`src/rtl/ram_1p_ctrl_pkg.sv`:
```
// ram_1p_ctrl_pkg: shared types and constants for the single-port RAM
// controller (sequencer + two-requester round-robin arbiter).
//   ctrl_state_e : controller FSM states (reset, fill, arbitrate)
//   owner_e      : which requester owns an in-flight read
//   NumReq       : number of requesters sharing the RAM port
package ram_1p_ctrl_pkg;

  typedef enum logic [1:0] {
    StReset = 2'd0,
    StInit  = 2'd1,
    StArb   = 2'd2
  } ctrl_state_e;

  typedef enum logic {
    OwnA = 1'b0,
    OwnB = 1'b1
  } owner_e;

  localparam int NumReq = 2;

endpackage

```
`src/rtl/ram_1p_ctrl_rr_arb2.sv`:
```
// rr_arb2: two-input round-robin arbiter with a last-grant register.
// Grant decision is combinational; only the last-grant pointer is stored.
// After reset the pointer says B, so A wins the first tie.
// Ports:
//   clk_i, rst_ni : clock, asynchronous active-low reset
//   en            : arbitration enable (no grants while low)
//   req[1:0]      : request vector, bit 0 = A, bit 1 = B
//   gnt[1:0]      : one-hot (or zero) grant vector, same bit order
module rr_arb2
  import ram_1p_ctrl_pkg::*;
(
  input  logic              clk_i,
  input  logic              rst_ni,
  input  logic              en,
  input  logic [NumReq-1:0] req,
  output logic [NumReq-1:0] gnt
);

  owner_e last_grant;

  // Grant selection: A wins unless B also requests and A was served last.
  always_comb begin
    gnt = 2'b00;
    if (en) begin
      if (req[0] && (!req[1] || last_grant == OwnB)) begin
        gnt = 2'b01;
      end else if (req[1]) begin
        // Reached either when A is idle or when A was served last.
        gnt = 2'b10;
      end else begin
        gnt = 2'b00;
      end
    end else begin
      gnt = 2'b00;
    end
  end

  // Last-grant pointer, moves only when a grant is issued.
  always_ff @(posedge clk_i or negedge rst_ni) begin
    if (!rst_ni) begin
      last_grant <= OwnB;
    end else if (gnt[0]) begin
      last_grant <= OwnA;
    end else if (gnt[1]) begin
      last_grant <= OwnB;
    end else begin
      last_grant <= last_grant;
    end
  end

endmodule

```
`src/rtl/ram_1p_ctrl.sv`:
```
// ram_1p_ctrl: sequencer and round-robin arbiter in front of a single-port
// RAM with 1-cycle read latency. After reset it can fill every word with
// FillValue, then shares the RAM port between requesters A and B.
// Build option: define RAM1P_CTRL_FILL_EN to include the fill sequencer;
// without it the controller goes straight to arbitration after reset.
// Ports:
//   clk_i, rst_ni                 : clock, asynchronous active-low reset
//   a_req_i/a_we_i/a_addr_i/a_wdata_i : requester A command
//   a_gnt_o                       : A accepted this cycle
//   a_rvalid_o/a_rdata_o          : A read return (1 cycle after grant)
//   b_*                           : same set for requester B
//   ram_req_o/ram_we_o/ram_addr_o/ram_wdata_o/ram_rdata_i : RAM port
//   init_done_o                   : fill complete, arbitration active
module ram_1p_ctrl
  import ram_1p_ctrl_pkg::*;
#(
  parameter int unsigned       Depth       = 256,
  parameter int unsigned       Width       = 32,
  parameter string             MemInitFile = "",
  parameter logic [Width-1:0]  FillValue   = '0,
  parameter int unsigned       AddrW       = $clog2(Depth)
) (
  input  logic             clk_i,
  input  logic             rst_ni,
  input  logic             a_req_i,
  input  logic             a_we_i,
  input  logic [AddrW-1:0] a_addr_i,
  input  logic [Width-1:0] a_wdata_i,
  output logic             a_gnt_o,
  output logic             a_rvalid_o,
  output logic [Width-1:0] a_rdata_o,
  input  logic             b_req_i,
  input  logic             b_we_i,
  input  logic [AddrW-1:0] b_addr_i,
  input  logic [Width-1:0] b_wdata_i,
  output logic             b_gnt_o,
  output logic             b_rvalid_o,
  output logic [Width-1:0] b_rdata_o,
  output logic             ram_req_o,
  output logic             ram_we_o,
  output logic [AddrW-1:0] ram_addr_o,
  output logic [Width-1:0] ram_wdata_o,
  input  logic [Width-1:0] ram_rdata_i,
  output logic             init_done_o
);

`ifdef RAM1P_CTRL_FILL_EN
  localparam bit FillBuild = 1'b1;
`else
  localparam bit FillBuild = 1'b0;
`endif
  // A preload file supplies the contents, so the fill is skipped then.
  localparam bit FillOn = FillBuild && (MemInitFile == "");
  localparam logic [AddrW-1:0] LastAddr = AddrW'(Depth - 1);

  ctrl_state_e state;
  logic [NumReq-1:0] gnt;
  logic [AddrW-1:0]  fill_addr;
  logic [AddrW-1:0]  addr_q;
  logic [Width-1:0]  wdata_q;
  logic              rd_valid;
  owner_e            rd_owner;

`ifdef RAM1P_CTRL_FILL_EN
  logic [AddrW-1:0] fill_cnt;
  assign fill_addr = fill_cnt;
`else
  assign fill_addr = '0;
`endif

  // Controller FSM with fill counter and registered init_done.
  always_ff @(posedge clk_i or negedge rst_ni) begin
    if (!rst_ni) begin
      state       <= StReset;
      init_done_o <= 1'b0;
`ifdef RAM1P_CTRL_FILL_EN
      fill_cnt    <= '0;
`endif
    end else begin
      case (state)
        StReset: begin
          state       <= FillOn ? StInit : StArb;
          init_done_o <= !FillOn;
        end
        StInit: begin
`ifdef RAM1P_CTRL_FILL_EN
          if (fill_cnt == LastAddr) begin
            state       <= StArb;
            init_done_o <= 1'b1;
          end else begin
            state       <= StInit;
            init_done_o <= 1'b0;
            fill_cnt    <= fill_cnt + AddrW'(1);
          end
`else
          state       <= StArb;
          init_done_o <= 1'b1;
`endif
        end
        StArb: begin
          state       <= StArb;
          init_done_o <= 1'b1;
        end
        default: begin
          state       <= StReset;
          init_done_o <= 1'b0;
        end
      endcase
    end
  end

  rr_arb2 u_arb (
    .clk_i  (clk_i),
    .rst_ni (rst_ni),
    .en     (state == StArb),
    .req    ({b_req_i, a_req_i}),
    .gnt    (gnt)
  );

  assign a_gnt_o = gnt[0];
  assign b_gnt_o = gnt[1];

  // RAM port mux: fill writes, winning requester, or idle with held addr/data.
  always_comb begin
    ram_req_o   = 1'b0;
    ram_we_o    = 1'b0;
    ram_addr_o  = addr_q;
    ram_wdata_o = wdata_q;
    case (state)
      StInit: begin
        ram_req_o   = 1'b1;
        ram_we_o    = 1'b1;
        ram_addr_o  = fill_addr;
        ram_wdata_o = FillValue;
      end
      StArb: begin
        if (gnt[0]) begin
          ram_req_o   = 1'b1;
          ram_we_o    = a_we_i;
          ram_addr_o  = a_addr_i;
          ram_wdata_o = a_wdata_i;
        end else if (gnt[1]) begin
          ram_req_o   = 1'b1;
          ram_we_o    = b_we_i;
          ram_addr_o  = b_addr_i;
          ram_wdata_o = b_wdata_i;
        end else begin
          ram_req_o   = 1'b0;
          ram_we_o    = 1'b0;
        end
      end
      default: begin
        ram_req_o = 1'b0;
        ram_we_o  = 1'b0;
      end
    endcase
  end

  // Hold registers for idle addr/data and the read-return owner tag.
  always_ff @(posedge clk_i or negedge rst_ni) begin
    if (!rst_ni) begin
      addr_q   <= '0;
      wdata_q  <= '0;
      rd_valid <= 1'b0;
      rd_owner <= OwnA;
    end else begin
      if (ram_req_o) begin
        addr_q  <= ram_addr_o;
        wdata_q <= ram_wdata_o;
      end else begin
        addr_q  <= addr_q;
        wdata_q <= wdata_q;
      end
      rd_valid <= (gnt[0] && !a_we_i) || (gnt[1] && !b_we_i);
      rd_owner <= gnt[1] ? OwnB : OwnA;
    end
  end

  assign a_rvalid_o = rd_valid && (rd_owner == OwnA);
  assign b_rvalid_o = rd_valid && (rd_owner == OwnB);
  // Both requesters see the RAM output; only the owner's rvalid qualifies it.
  assign a_rdata_o  = ram_rdata_i;
  assign b_rdata_o  = ram_rdata_i;

endmodule

```
`config.mk`:
```
export PLATFORM = sky130hd
export DESIGN_NAME = ram_1p_ctrl
export DESIGN_NICKNAME = d
export VERILOG_FILES = /design/src/rtl/ram_1p_ctrl_pkg.sv /design/src/rtl/ram_1p_ctrl_rr_arb2.sv /design/src/rtl/ram_1p_ctrl.sv
export SDC_FILE = /design/constraint.sdc
export NUM_CORES = 1
export LEC_CHECK = 0
export CORE_MARGIN = 2
export CORE_UTILIZATION = 36
export CTS_CLUSTER_DIAMETER = 40
export DETAILED_ROUTE_END_ITERATION = 10
export GPL_TIMING_DRIVEN = 0
export PLACE_DENSITY = 0.95
export SYNTH_ARGS = -nofsm -noshare
export SYNTH_HDL_FRONTEND = slang
export SYNTH_SLANG_ARGS = --single-unit
```
`constraint.sdc`:
```
create_clock -name clk_i -period 2.1 [get_ports clk_i]
set_input_delay 0.315 -clock clk_i [delete_from_list [all_inputs] [get_ports clk_i]]
set_output_delay 0.315 -clock clk_i [all_outputs]
set_load 0.01 [all_outputs]
```
==> results of run 1 <==
-- through the flow --
step	hold slack, ns	util, %	TNS (ns)	instances
after floorplan	0.01941	-	0	264
after CTS	0.4664	65.37	-0.1898	579
final	0.4681	65.63	0	582
after global routing	0.4781	65.63	-0.05132	582
after detailed placement	0.2300	64.56	-21.90	563
after global placement	0.5354	64.36	-39.25	562
-- sequential cells by signal, summed over array words and instances (netlist names) --
name / count
addr_q: 8
init_done_o: 1
rd_owner: 1
rd_valid: 1
u_arb.last_grant: 1
wdata_q: 32
-- cell type report --
type | count | share of cell area, %
tap | 102 | 2.517
buffer | 84 | 13.40
sequential | 44 | 21.76
multi-input combinational | 133 | 23.22
clock buffer | 7 | 1.702
timing repair buffer | 208 | 36.79
clock inverter | 1 | 0.1480
inverter | 3 | 0.4688
-- per-layer routing --
layer  vias up  share of wire [%]
li1       1390                  -
met1      1479                 38
met2       153                 53
met3         8                8.0
met4         0                1.3
met5         -                  0
-- what timing repair did --
item,CTS,global route
setup buffers,7,3
hold endpoints to repair,11,0
endpoints found under the setup margin,44,41
resized for setup,172,23
hold buffers,1,0
pin swaps,0,2
-- cells by family after synthesis --
kind of cell,after synthesis
AOI/OAI and AO/OA,84
buffers and inverters,87
DFF,44
other,1
and+or+nand+nor,48
-- where the power goes --
part / internal, uW / total (uW) / switching, uW
combinational: 722 / 1230 / 506
sequential: 979 / 1020 / 37.1
clock: 268 / 555 / 287
total: 1970 / 2800 / 831
-- layout by cell type, fill, tap and decap left out --
cell type / instances
sky130_fd_sc_hd__buf_4: 74
sky130_fd_sc_hd__nand3_4: 2
sky130_fd_sc_hd__inv_8: 1
sky130_fd_sc_hd__clkbuf_2: 4
sky130_fd_sc_hd__buf_2: 42
sky130_fd_sc_hd__dfstp_2: 1
sky130_fd_sc_hd__nand2_4: 1
sky130_fd_sc_hd__inv_6: 1
sky130_fd_sc_hd__nor2b_1: 1
sky130_fd_sc_hd__clkinvlp_4: 1
sky130_fd_sc_hd__dlymetal6s2s_1: 1
sky130_fd_sc_hd__dlygate4sd3_1: 1
sky130_fd_sc_hd__dfrtp_2: 1
sky130_fd_sc_hd__nand3_1: 2
sky130_fd_sc_hd__o22ai_1: 1
sky130_fd_sc_hd__a21boi_0: 1
sky130_fd_sc_hd__clkdlybuf4s50_1: 150
sky130_fd_sc_hd__a21o_2: 1
sky130_fd_sc_hd__clkbuf_1: 2
sky130_fd_sc_hd__and2_1: 41
sky130_fd_sc_hd__buf_12: 1
sky130_fd_sc_hd__inv_1: 1
sky130_fd_sc_hd__dfrtp_1: 42
sky130_fd_sc_hd__a221o_2: 1
sky130_fd_sc_hd__dlygate4sd2_1: 4
sky130_fd_sc_hd__clkbuf_8: 6
sky130_fd_sc_hd__conb_1: 1
sky130_fd_sc_hd__nand2b_4: 1
sky130_fd_sc_hd__o21ai_4: 1
sky130_fd_sc_hd__buf_6: 9
sky130_fd_sc_hd__buf_8: 5
sky130_fd_sc_hd__a221o_1: 79
-- final timing paths --
path                                         startpoint                            to  slack (ns)
max                        u_arb.last_grant$_DFFE_PN1P_               ram_wdata_o[25]        0.05
min                                              rst_ni       wdata_q[11]$_DFFE_PN0P_        0.47
min reg2reg                u_arb.last_grant$_DFFE_PN1P_  u_arb.last_grant$_DFFE_PN1P_        0.58
min in group clk_i         u_arb.last_grant$_DFFE_PN1P_  u_arb.last_grant$_DFFE_PN1P_        0.58
max in group asynchronous                        rst_ni  u_arb.last_grant$_DFFE_PN1P_        1.09
max reg2reg                u_arb.last_grant$_DFFE_PN1P_       wdata_q[26]$_DFFE_PN0P_        0.50
-- Yosys cell counts --
cell,number
sky130_fd_sc_hd__a21boi_0,1
sky130_fd_sc_hd__a21o_2,1
sky130_fd_sc_hd__a221o_1,79
sky130_fd_sc_hd__a221o_2,1
sky130_fd_sc_hd__and2_1,41
sky130_fd_sc_hd__buf_2,8
sky130_fd_sc_hd__buf_4,64
sky130_fd_sc_hd__buf_6,8
sky130_fd_sc_hd__clkbuf_1,4
sky130_fd_sc_hd__conb_1,1
sky130_fd_sc_hd__dfrtp_1,43
sky130_fd_sc_hd__dfstp_2,1
sky130_fd_sc_hd__inv_1,1
sky130_fd_sc_hd__inv_2,1
sky130_fd_sc_hd__inv_4,1
sky130_fd_sc_hd__nand2_1,1
sky130_fd_sc_hd__nand2b_2,1
sky130_fd_sc_hd__nand3_1,2
sky130_fd_sc_hd__nand3_2,2
sky130_fd_sc_hd__nor2b_1,1
sky130_fd_sc_hd__o21ai_2,1
sky130_fd_sc_hd__o22ai_1,1
-- worst register-to-register path, delay by kind of cell, from the launching register on --
family,cells,cell delay [ns]
AOI/OAI and AO/OA,1,0.32
and+or+nand+nor,2,0.19
DFF,1,0.58
buffers and inverters,3,0.39
==> impl_metrics.sql, run 1 <==
INSERT INTO impl_metrics (metric_group, metric, value, unit) VALUES
('status', 'outcome', 'finished clean', ''),
('global_route', 'grt_busiest_layer', 'met2', ''),
('global_route', 'antenna_found_initial', '0', ''),
('clock_network', 'h-tree-depth', '2', ''),
('pwr', 'peakVddDrop', '0.3105', 'mV'),
('routing', 'detail_route.first_pass.iterations', '4', ''),
('final_layout', 'layout-area-overhead-vs-synth', '75.84', '%'),
('clock_network', 'tritoncts_clock_tree', 'yes', ''),
('routing', 'drt-vias-per-instance', '5.206', ''),
('logic_synthesis', 'synth.yosys.seq_area_share', '38.22', '%'),
('floorplan', 'initial_cell_density_of_the_core', '37.32', '%'),
('critical_path', 'end_kind', 'primary output', ''),
('pwr', 'pwr_density_cell', '552.1', 'mW/mm2'),
('floorplan', 'dieArea', '0.008743', 'mm2'),
('sta', 'finalClockSkew', '0.007659', 'ns'),
('logic_synthesis', 'synth_top_family_by_area', 'compound AO/OA/AOI/OAI gates', ''),
('logic_synthesis', 'synth_compound_area_share', '28.89', '%'),
('sta', 'max_clock_freq', '487.4', 'MHz'),
('floorplan', 'design.core.area', '0.007727', 'mm2'),
('sta', 'timing_max_transition_violations_final', '0', ''),
('logic_synthesis', 'postSynthRegisterBits', '44', ''),
('routing', 'post_route_drc_violation_count', '0', ''),
('floorplan', 'overall_die_height', '93.51', 'um'),
('critical_path', 'critPathArrivalTime', '1.74', 'ns'),
('routing', 'via_count', '3030', ''),
('sta', 'rsz0062_at_grt', 'true', ''),
('floorplan', 'die_width', '93.51', 'um'),
('final_layout', 'stdcell_area', '0.005071', 'mm2'),
('final_layout', 'layout.area.seq', '0.001104', 'mm2'),
('logic_synthesis', 'synth.distinct_cells', '22', ''),
('logic_synthesis', 'syn_inst', '264', ''),
('routing', 'detail_route.wl_per_cell', '17.86', 'um'),
('logic_synthesis', 'mappedNetlistArea', '0.002884', 'mm2'),
('global_route', 'grt_start_max_net_pins', '34', ''),
('critical_path', 'worstSetupStartpointType', 'flop', ''),
('critical_path', 'critical_path_buf_inv_count', '3', ''),
('sta', 'setup_ws', '0.04837', 'ns'),
('routing', 'ant_nets', '0', ''),
('place', 'place.detailed.hpwl', '8019', 'um'),
('logic_synthesis', 'synth_fa_ha_area_share', '0', '%'),
('clock_network', 'cell_at_the_root_of_the_clock_tree', 'sky130_fd_sc_hd__clkbuf_8', ''),
('critical_path', 'worst-endpoint-required', '1.78', 'ns'),
('logic_synthesis', 'synthMuxAreaShare', '0', '%'),
('final_layout', 'filler_cell_count', '569', ''),
('pwr', 'finalPower', '2800', 'uW'),
('critical_path', 'worst_path_largest_cell_delay', '0.58', 'ns'),
('place', 'port-buffer-count', '196', ''),
('place', 'post-place-ws', '-0.6231', 'ns'),
('place', 'gp_congestion', '0.8162', ''),
('critical_path', 'worst_r2r_path_depth', '6', ''),
('logic_synthesis', 'synth.area.top_cells', 'sky130_fd_sc_hd__dfrtp_1 (37%), sky130_fd_sc_hd__a221o_1 (27%), sky130_fd_sc_hd__buf_4 (17%)', ''),
('pwr', 'p_leak', '0.002319', 'uW'),
('sta', 'final_min_period_over_clock_period', '97.70', '%'),
('final_layout', 'num-nets-final', '597', ''),
('global_route', 'gr_ovfl_total', '0', ''),
('final_layout', 'diodes', '0', ''),
('logic_synthesis', 'mappedNetlistNets', '382', ''),
('worst_hold_path', 'worstHoldPathType', 'in2async', ''),
('place', 'placedInstanceArea', '0.004989', 'mm2'),
('routing', 'routed_wirelength', '10390', 'um'),
('logic_synthesis', 'synth_top_area_cell', 'sky130_fd_sc_hd__dfrtp_1', ''),
('logic_synthesis', 'syn_area_per_cell', '10.92', 'um2'),
('global_route', 'grt_util_all_layers', '22.82', '%'),
('clock_network', 'clk_pin_slew', '0.09', 'ns'),
('global_route', 'grt_use_met1', '25.61', '%'),
('logic_synthesis', 'synthXorXnorAreaFrac', '0', '%'),
('logic_synthesis', 'synth_top_area_share', '37.31', '%'),
('clock_network', 'cts_buffer_depth', '2', ''),
('sta', 'setup_violations', '0', ''),
('global_route', 'grt_pass1_vias', '3167', ''),
('routing', 'first_iter_violations', '102', '');
(Power assumes the default switching activity.)
==> run 2: changes to the inputs <==
CORE_UTILIZATION = 37   (was 36)
CTS_BUF_LIST = sky130_fd_sc_hd__clkbuf_4   (was default)
==> impl_metrics.sql, run 2 (synthesis results as in run 1) <==
INSERT INTO impl_metrics (metric_group, metric, value, unit) VALUES
('routing', 'post_route_drc_violation_count', '0', ''),
('global_route', 'gr_ovfl_total', '0', ''),
('sta', 'max_clock_freq', '470.8', 'MHz'),
('final_layout', 'largest_register_ffs', '32', ''),
('critical_path', 'worstSetupStartpointType', 'flop', ''),
('routing', 'wl_met3', '758', 'um'),
('sta', 'setup_violations', '10', ''),
('global_route', 'grt_pass1_wl', '15660', 'um'),
('routing', 'met1_length', '3885', 'um'),
('floorplan', 'initial_cell_density_of_the_core', '37.71', '%'),
('status', 'violations', 'setup timing', ''),
('sta', 'setup-tns-final', '-0.08798', 'ns'),
('clock_network', 'cell_at_the_root_of_the_clock_tree', 'sky130_fd_sc_hd__clkbuf_4', ''),
('floorplan', 'placementRows', '32', ''),
('global_route', 'antenna_found_initial', '0', ''),
('routing', 'via_count', '3059', ''),
('flow_run', 'max_cap_viol_count', '0', ''),
('final_layout', 'most-common-layout-cells', 'sky130_fd_sc_hd__clkdlybuf4s50_1 (150), sky130_fd_sc_hd__a221o_1 (79), sky130_fd_sc_hd__buf_4 (74), sky130_fd_sc_hd__dfrtp_1 (42)', ''),
('final_layout', 'finish.utilization', '65.97', '%'),
('global_route', 'grt_start_max_net_pins', '32', ''),
('critical_path', 'timing.critical_path.fanout_max', '10', ''),
('floorplan', 'design.core.area', '0.007647', 'mm2'),
('pwr', 'p_leak', '0.002294', 'uW'),
('critical_path', 'worst-endpoint-required', '1.78', 'ns'),
('clock_network', 'tritoncts_clock_tree', 'yes', ''),
('pwr', 'peakVddDrop', '0.2801', 'mV'),
('final_layout', 'largestRegisters', 'wdata_q x32, addr_q x8', ''),
('final_layout', 'num-nets-final', '598', ''),
('routing', 'highest-signal-layer', 'met4', ''),
('routing', 'detail_route.first_pass.iterations', '4', ''),
('sta', 'timing_max_transition_violations_final', '0', ''),
('sta', 'finalClockSkew', '0.005835', 'ns'),
('critical_path', 'r2r_slack', '0.39', 'ns'),
('place', 'post-place-ws', '-0.5817', 'ns'),
('pwr', 'pwr_density_cell', '550.0', 'mW/mm2'),
('global_route', 'grt_pass1_vias', '3232', ''),
('floorplan', 'dieArea', '0.008517', 'mm2'),
('critical_path', 'worstSetupPathType', 'reg2out', ''),
('clock_network', 'clk_pin_slew', '0.13', 'ns'),
('clock_network', 'clk-insertion-delay-late', '0.35', 'ns'),
('routing', 'met2WireLength', '5415', 'um'),
('routing', 'routed_wirelength', '10170', 'um'),
('place', 'place_inst', '563', ''),
('sta', 'hold_violations', '0', ''),
('place', 'port-buffer-count', '196', ''),
('final_layout', 'diodes', '0', ''),
('clock_network', 'cts_buffer_depth', '2', ''),
('critical_path', 'critical_path.reg2reg.startpoint', 'u_arb.last_grant$_DFFE_PN1P_', ''),
('floorplan', 'overall_die_height', '92.29', 'um'),
('final_layout', 'layout-area-overhead-vs-synth', '74.92', '%'),
('sta', 'finalCriticalPeriod', '2.124', 'ns'),
('final_layout', 'layout.cells.non_filler', '583', ''),
('clock_network', 'cts.sink_count', '44', ''),
('sta', 'final_min_period_over_clock_period', '101.1', '%'),
('floorplan', 'pin_count', '229', ''),
('sta', 'worst_hold_slack', '0.4074', 'ns'),
('floorplan', 'die_width', '92.29', 'um'),
('routing', 'detail_route.wl_per_cell', '17.45', 'um'),
('final_layout', 'layout_commonest_cell', 'sky130_fd_sc_hd__clkdlybuf4s50_1', ''),
('place', 'gp_congestion', '0.8153', ''),
('critical_path', 'worst_r2r_path_depth', '6', ''),
('routing', 'ant_nets', '0', ''),
('clock_network', 'h-tree-depth', '2', ''),
('routing', 'first_iter_violations', '156', ''),
('status', 'outcome', 'finished, violations left', ''),
('routing', 'drt-vias-per-instance', '5.247', ''),
('place', 'place.detailed.hpwl', '7890', 'um'),
('global_route', 'grt_util_all_layers', '23.34', '%'),
('sta', 'setup_ws', '-0.02399', 'ns'),
('clock_network', 'cts-buffers-inserted', '5', ''),
('worst_hold_path', 'worstHoldPathType', 'in2async', ''),
('final_layout', 'max_flop_register', 'wdata_q', ''),
('critical_path', 'critPathArrivalTime', '1.81', 'ns'),
('final_layout', 'post_route_cells_drive_above_1_share', '32.22', '%'),
('critical_path', 'worst_r2r_endpoint', 'wdata_q[30]$_DFFE_PN0P_', ''),
('critical_path', 'end_kind', 'primary output', ''),
('sta', 'rsz0062_at_grt', 'true', '');
run 2: through the flow:
step / cell area, um2 / power (uW)
after floorplan: 2884 / 1634
after global placement: 4974 / 2299
after detailed placement: 4989 / 2345
after CTS: 5047 / 2796
after global routing: 5045 / 2916
final: 5045 / 2775
run 2: worst max-delay path, stage by stage (launching register included):
cell	delay [ns]
sky130_fd_sc_hd__dfstp_2	0.59
sky130_fd_sc_hd__nand2_2	0.09
sky130_fd_sc_hd__nand3_4	0.13
sky130_fd_sc_hd__inv_6	0.05
sky130_fd_sc_hd__buf_8	0.14
sky130_fd_sc_hd__a221o_1	0.31
sky130_fd_sc_hd__buf_2	0.15
run 2: cell type report:
type / count / area, um2
Sequential cell: 44 / 1104
Timing Repair inverter: 1 / 7.507
Inverter: 3 / 21.27
Clock buffer: 5 / 37.54
Buffer: 83 / 668.1
Tap cell: 102 / 127.6
Multi-Input combinational cell: 133 / 1172
Timing Repair Buffer: 209 / 1869
Fill cell: 593 / 2603
Clock inverter: 3 / 37.54
run 2: per-layer routing:
layer | vias up | GRT usage, %
li1 | 1396 | -
met1 | 1468 | 26.48
met2 | 182 | 44.36
met3 | 13 | 4.766
met4 | 0 | 5.846
met5 | - | 0
run 2: what timing repair did:
item                                    CTS  global route
endpoints found under the setup margin   44            42
pin swaps                                 3             2
gates resized for setup                 187             9
hold buffers                              1             0
cloned                                    1             0
endpoints found under the hold margin    13             0
setup buffers                            10             1
run 2: how the worst max path moves through the flow:
stage                                 start              end
6_report       u_arb.last_grant$_DFFE_PN1P_  ram_wdata_o[23]
5_1_grt        u_arb.last_grant$_DFFE_PN1P_  ram_wdata_o[23]
4_1_cts               init_done_o$_DFF_PN0_  ram_wdata_o[13]
3_5_place_dp                        b_req_i  ram_wdata_o[29]
3_3_place_gp                        a_req_i    ram_addr_o[0]
2_1_floorplan  u_arb.last_grant$_DFFE_PN1P_    ram_addr_o[0]
run 2: where the power goes:
group | internal, uW | switching [uW]
Clock | 244 | 276
Combinational | 725 | 517
Sequential | 978 | 35.1
Total | 1950 | 828
